## config.mk

```make
export PLATFORM = sky130hd
export DESIGN_NAME = sisc_mem_arb
export DESIGN_NICKNAME = d
export VERILOG_FILES = /design/src/rtl/sisc_pkg.sv /design/src/rtl/sisc_rr_arb2.sv /design/src/rtl/sisc_mem_arb.sv
export SDC_FILE = /design/constraint.sdc
export NUM_CORES = 1
export LEC_CHECK = 0
export ABC_CLOCK_PERIOD_IN_PS = 4600
export BUFFER_PORTS_ARGS = -buffer_cell sky130_fd_sc_hd__buf_2
export CORE_MARGIN = 8
export CORE_UTILIZATION = 49
export CTS_CLUSTER_SIZE = 20
export DETAILED_ROUTE_END_ITERATION = 12
export PLACE_DENSITY = 0.92
export SYNTH_ARGS = -nofsm -noshare
export SYNTH_HDL_FRONTEND = slang
export SYNTH_HIERARCHICAL = 1
export SYNTH_SLANG_ARGS = --single-unit
```

## constraint.sdc

```tcl
create_clock -name clk -period 4.6 [get_ports clk]
set_input_delay 0.92 -clock clk [delete_from_list [all_inputs] [get_ports clk]]
set_output_delay 0.92 -clock clk [all_outputs]
set_load 0.005 [all_outputs]
```

## src/rtl/sisc_pkg.sv

```systemverilog
// Shared types for the SISC memory path: arbiter FSM encoding, requester IDs
// and default bus widths.
package sisc_pkg;

  localparam int SISC_ADDR_W = 16;
  localparam int SISC_DATA_W = 32;

  typedef enum logic [1:0] {
    ST_IDLE  = 2'd0,
    ST_ISSUE = 2'd1,
    ST_WAIT  = 2'd2,
    ST_RESP  = 2'd3
  } arb_state_e;

  typedef enum logic {
    PORT_FETCH = 1'b0,
    PORT_DATA  = 1'b1
  } port_e;

  function automatic port_e other_port(input port_e p);
    return (p == PORT_FETCH) ? PORT_DATA : PORT_FETCH;
  endfunction

endpackage

```

## src/rtl/sisc_rr_arb2.sv

```systemverilog
// Two-requester round-robin picker: on a tie the port that was not granted
// last wins. Purely combinational; the caller registers the result.
module sisc_rr_arb2
  import sisc_pkg::*;
(
  input  logic [1:0] req_i,
  input  port_e      last_i,
  output port_e      grant_o,
  output logic       valid_o
);

  // Bit 0 is the fetch request, bit 1 the data request.
  always_comb begin
    grant_o = PORT_FETCH;
    valid_o = 1'b0;
    case (req_i)
      2'b01: begin
        grant_o = PORT_FETCH;
        valid_o = 1'b1;
      end
      2'b10: begin
        grant_o = PORT_DATA;
        valid_o = 1'b1;
      end
      2'b11: begin
        grant_o = other_port(last_i);
        valid_o = 1'b1;
      end
      default: begin
        grant_o = PORT_FETCH;
        valid_o = 1'b0;
      end
    endcase
  end

endmodule

```

## src/rtl/sisc_mem_arb.sv

```systemverilog
// Single-port SISC memory sequencer shared between instruction fetch and data
// access; one access in flight, all outputs registered.
module sisc_mem_arb
  import sisc_pkg::*;
#(
  parameter int ADDR_W  = SISC_ADDR_W,
  parameter int DATA_W  = SISC_DATA_W,
  parameter int MEM_LAT = 1
) (
  input  logic              clk,
  input  logic              rst,
  input  logic              if_req,
  input  logic [ADDR_W-1:0] if_addr,
  output logic              if_ack,
  output logic [DATA_W-1:0] if_rdata,
  input  logic              d_req,
  input  logic              d_we,
  input  logic [ADDR_W-1:0] d_addr,
  input  logic [DATA_W-1:0] d_wdata,
  output logic              d_ack,
  output logic [DATA_W-1:0] d_rdata,
  output logic              mem_en,
  output logic              mem_we,
  output logic [ADDR_W-1:0] mem_addr,
  output logic [DATA_W-1:0] mem_wdata,
  input  logic [DATA_W-1:0] mem_rdata,
  output logic              busy
);

  localparam logic [3:0] CNT_INIT = 4'(MEM_LAT);

  arb_state_e        state_q, state_d;
  logic [3:0]        cnt_q, cnt_d;
  port_e             last_q, last_d;
  port_e             port_q, port_d;
  logic              we_q, we_d;
  logic              mem_en_q, mem_en_d;
  logic              mem_we_q, mem_we_d;
  logic [ADDR_W-1:0] mem_addr_q, mem_addr_d;
  logic [DATA_W-1:0] mem_wdata_q, mem_wdata_d;
  logic              if_ack_q, if_ack_d;
  logic              d_ack_q, d_ack_d;
  logic [DATA_W-1:0] if_rdata_q, if_rdata_d;
  logic [DATA_W-1:0] d_rdata_q, d_rdata_d;
  logic              busy_q, busy_d;

  port_e             gnt_port;
  logic              gnt_valid;

  sisc_rr_arb2 u_rr (
    .req_i   ({d_req, if_req}),
    .last_i  (last_q),
    .grant_o (gnt_port),
    .valid_o (gnt_valid)
  );

  // The memory address/data registers double as the request latch, so they
  // only move when a grant is taken and hold their value otherwise.
  always_comb begin
    state_d     = state_q;
    cnt_d       = cnt_q;
    last_d      = last_q;
    port_d      = port_q;
    we_d        = we_q;
    mem_addr_d  = mem_addr_q;
    mem_wdata_d = mem_wdata_q;
    if_rdata_d  = if_rdata_q;
    d_rdata_d   = d_rdata_q;
    case (state_q)
      ST_IDLE: begin
        if (gnt_valid) begin
          state_d = ST_ISSUE;
          port_d  = gnt_port;
          last_d  = gnt_port;
          if (gnt_port == PORT_DATA) begin
            we_d        = d_we;
            mem_addr_d  = d_addr;
            mem_wdata_d = d_wdata;
          end else begin
            we_d       = 1'b0;
            mem_addr_d = if_addr;
          end
        end else begin
          state_d = ST_IDLE;
        end
      end
      ST_ISSUE: begin
        if (we_q) begin
          state_d = ST_RESP;
        end else begin
          state_d = ST_WAIT;
          cnt_d   = CNT_INIT;
        end
      end
      ST_WAIT: begin
        cnt_d = cnt_q - 4'd1;
        if (cnt_q == 4'd1) begin
          state_d = ST_RESP;
          if (port_q == PORT_DATA) begin
            d_rdata_d = mem_rdata;
          end else begin
            if_rdata_d = mem_rdata;
          end
        end else begin
          state_d = ST_WAIT;
        end
      end
      ST_RESP: begin
        state_d = ST_IDLE;
      end
      default: begin
        state_d = ST_IDLE;
      end
    endcase
  end

  // Strobes are decoded from the next state so they appear in the same
  // cycle the FSM occupies ISSUE / RESP, while still coming from flops.
  always_comb begin
    mem_en_d = (state_d == ST_ISSUE);
    mem_we_d = (state_d == ST_ISSUE) && we_d;
    if_ack_d = (state_d == ST_RESP) && (port_d == PORT_FETCH);
    d_ack_d  = (state_d == ST_RESP) && (port_d == PORT_DATA);
    busy_d   = (state_d != ST_IDLE);
  end

  always_ff @(posedge clk) begin
    if (rst) begin
      state_q     <= ST_IDLE;
      cnt_q       <= 4'd0;
      last_q      <= PORT_FETCH;
      port_q      <= PORT_FETCH;
      we_q        <= 1'b0;
      mem_en_q    <= 1'b0;
      mem_we_q    <= 1'b0;
      mem_addr_q  <= '0;
      mem_wdata_q <= '0;
      if_ack_q    <= 1'b0;
      d_ack_q     <= 1'b0;
      if_rdata_q  <= '0;
      d_rdata_q   <= '0;
      busy_q      <= 1'b0;
    end else begin
      state_q     <= state_d;
      cnt_q       <= cnt_d;
      last_q      <= last_d;
      port_q      <= port_d;
      we_q        <= we_d;
      mem_en_q    <= mem_en_d;
      mem_we_q    <= mem_we_d;
      mem_addr_q  <= mem_addr_d;
      mem_wdata_q <= mem_wdata_d;
      if_ack_q    <= if_ack_d;
      d_ack_q     <= d_ack_d;
      if_rdata_q  <= if_rdata_d;
      d_rdata_q   <= d_rdata_d;
      busy_q      <= busy_d;
    end
  end

  assign if_ack    = if_ack_q;
  assign if_rdata  = if_rdata_q;
  assign d_ack     = d_ack_q;
  assign d_rdata   = d_rdata_q;
  assign mem_en    = mem_en_q;
  assign mem_we    = mem_we_q;
  assign mem_addr  = mem_addr_q;
  assign mem_wdata = mem_wdata_q;
  assign busy      = busy_q;

endmodule

```

==> results.cfg <==
[status]
status = complete, no violations

[logic_synthesis]
synth.distinct_cells = 36
seq_area_frac_synth = 0.494
synth_area_per_cell_um2 = 9.72
synth_nets = 632
syn_area_um2 = 5100
synth-seq-cells = 126
synthCells = 525
yosys_warnings = 6

[placed_design]
place_hpwl_um = 9190
gp_congestion = 0.780
port_buffers = 217

[routing]
wl_per_cell_um = 14.3
ant_nets = 0
wl_um = 12600
drt-pass1-iter-count = 4
route.vias.total = 4274
drtIter0Drc = 284
drc_errors = 0
routed_via_density = 4.87

[global_routing]
grtUsageTotal = 0.180
grt_pass1_wl_um = 21000
gr-total-overflow = 0
grt_max_degree = 132
grt_pass1_vias = 4416
antenna_found_initial = 0

[cts]
insertion_delay_ns = 0.50
htreeDepth = 4
cts_tree = yes
clkTransAtPathRegs_ns = 0.06
ctsHoldBuffers = 0
postCtsSetupBuffers = 0
cts_buffers = 17
ctsResizeCount = 0
cts_sinks = 126
clockBufferDepth = 2
clockRootBuffer = clkbuf_8

[timing]
finalMaxSlewViolations = 0
finalWorstPathRequiredPeriod_ns = 2.39
fmax_mhz = 418
hold_violations = 0
worst_slew_pin_slew_ns = 1.17
finClkSkew_ns = 0.0106
max_slew_margin = 0.217
rsz0062_at_grt = no
finalCritPeriodShare = 0.520
finalSetupViolCount = 0
tns_ns = 0

[worst_setup_path]
critPathTopFamily = simple AND/OR/NAND/NOR gates
cp_slowest_cell = nand3_1
startpoint_type = primary input
worstPathCellList = buf_2 > a21boi_2 > buf_4 > nand3_1 > nand2_1 > a21oi_1
arrival_ns = 2.73
crit_buf_inv = 2
cp_max_fo = 32
max_stage_delay_ns = 0.87
criticalPathCategory = primary input to register
cp.required_ns = 4.93
cp-end-kind = register

[power]
power_leakage_uw = 0.00328
powerDensity_nw_per_um2 = 452
ir_drop_uv = 257

[final_layout]
nets = 835
area_growth_pct = 32.0
final_core_util = 0.658
drive_gt1_frac = 0.347
fill_cells = 837
antennaDiodeCount = 0

[worst_hold_path]
worstHoldPathType = register to register

[floorplan]
fp.dieW_um = 118
ioPinCount = 218
initial_core_util = 0.499
die_h_um = 118
rows = 37
core_um2 = 10200
dieArea_um2 = 13900

[job]
maxCapViolCount = 0
==> registers in the layout, summed over array words and instances, names as in the netlist <==
register   cells
mem_we         1
mem_addr      16
d_ack          1
if_rdata      32
busy           1
mem_en         1
we_q           1
mem_wdata     32
cnt_q          4
d_rdata       32
last_q         1
state_q        2
if_ack         1
port_q         1
==> layer usage <==
| layer | track usage | part of all wire |
|---|---|---|
| met1 | 0.204 | 0.44 |
| met3 | 0.0681 | 0.067 |
| met2 | 0.307 | 0.48 |
| met4 | 0.0536 | 0.0095 |
| met5 | 0 | 0 |
==> Yosys cell counts (all sizes together) <==
library cell  number  area share
dfxtp            126        0.49
nand2             66       0.049
o21a               1      0.0015
nor3               2      0.0020
nand3b             2      0.0029
mux2i             80        0.16
a31oi              1      0.0012
clkbuf            19       0.014
or2b               1      0.0015
inv                7      0.0052
nor2              22       0.017
nand4b             1      0.0017
ha                 6       0.015
a311oi             1      0.0017
or2                2      0.0025
and2b              1      0.0015
nor4               2      0.0025
a211oi            16       0.024
o21ai              4      0.0039
a21oi             39       0.038
and4               1      0.0017
and3               2      0.0025
a21boi             1      0.0015
nand4bb            1      0.0032
a221oi             1      0.0017
nand2b            96        0.12
nor2b              2      0.0025
and2               2      0.0025
nand3              1     0.00098
buf               18       0.029
a22o               1      0.0017
==> worst reg2reg max path, delay by kind of cell, from the launching register on <==
| kind | cells | cell delay (ns) |
|---|---|---|
| AOI/OAI and AO/OA | 2 | 0.23 |
| buffers and inverters | 1 | 0.31 |
| DFF | 1 | 0.33 |
| and+or+nand+nor | 2 | 1.19 |
==> cell usage in the layout (no fill, tap or decap), drive strengths merged, types with 2 or more instances in the layout <==
cell	synthesis	layout
or2	2	2
nor3	2	2
nor2b	2	2
nand2	66	66
nor2	22	22
nand3b	2	2
a21oi	39	39
and2	2	2
nand2b	96	96
mux2i	80	80
a211oi	16	16
o21ai	4	4
clkinvlp	0	2
nor4	2	2
inv	7	14
buf	18	221
clkbuf	19	18
ha	6	6
dfxtp	126	126
and3	2	2
clkinv	0	5
==> kinds of logic (layout without fill, tap and decap cells) <==
kind of cell / Yosys count / after routing / synth area share
and+or+nand+nor: 204 / 204 / 0.211
DFF: 126 / 126 / 0.494
muxes: 80 / 80 / 0.157
AOI/OAI and AO/OA: 65 / 65 / 0.0751
buffers and inverters: 44 / 260 / 0.0481
adders and majority gates: 6 / 6 / 0.0147
==> power breakdown <==
part	switching, uW	total [uW]	leakage [uW]	internal [uW]
Sequential	59.2	1270	0.00102	1210
Combinational	305	557	0.00198	252
Clock	525	1220	0.000268	696
==> area by class of cell <==
type	count	area, um2	area share
Sequential cell	126	2520	0.375
Tap cell	136	170	0.0253
Clock inverter	14	126	0.0188
Clock buffer	18	428	0.0635
Timing Repair Buffer	221	1120	0.166
Inverter	7	26.3	0.00390
Multi-Input combinational cell	355	2340	0.348
==> worst paths after layout <==
path,from,endpoint,slack (ns),depth (start not counted)
max,d_req,mem_wdata[7],2.21,6
min,mem_wdata[11],mem_wdata[11],0.45,2
max reg2reg,last_q,mem_wdata[7],2.39,5
min reg2reg,mem_wdata[11],mem_wdata[11],0.45,2
==> metrics by stage <==
stage | total power, uW | instances | hold slack [ns] | setup slack [ns] | cell area [um2]
finish | 3050 | 877 | 0.449 | 2.21 | 6730
global route | 3210 | 877 | 0.470 | 2.01 | 6730
CTS | 3080 | 877 | 0.453 | 2.26 | 6730
detailed placement | 1850 | 845 | 0.444 | 1.73 | 6180
global placement | 1840 | 845 | 0.438 | 1.76 | 6180
floorplan | 1640 | 525 | 0.453 | 2.63 | 5100
No activity file was read; power rests on OpenSTA's default activity.
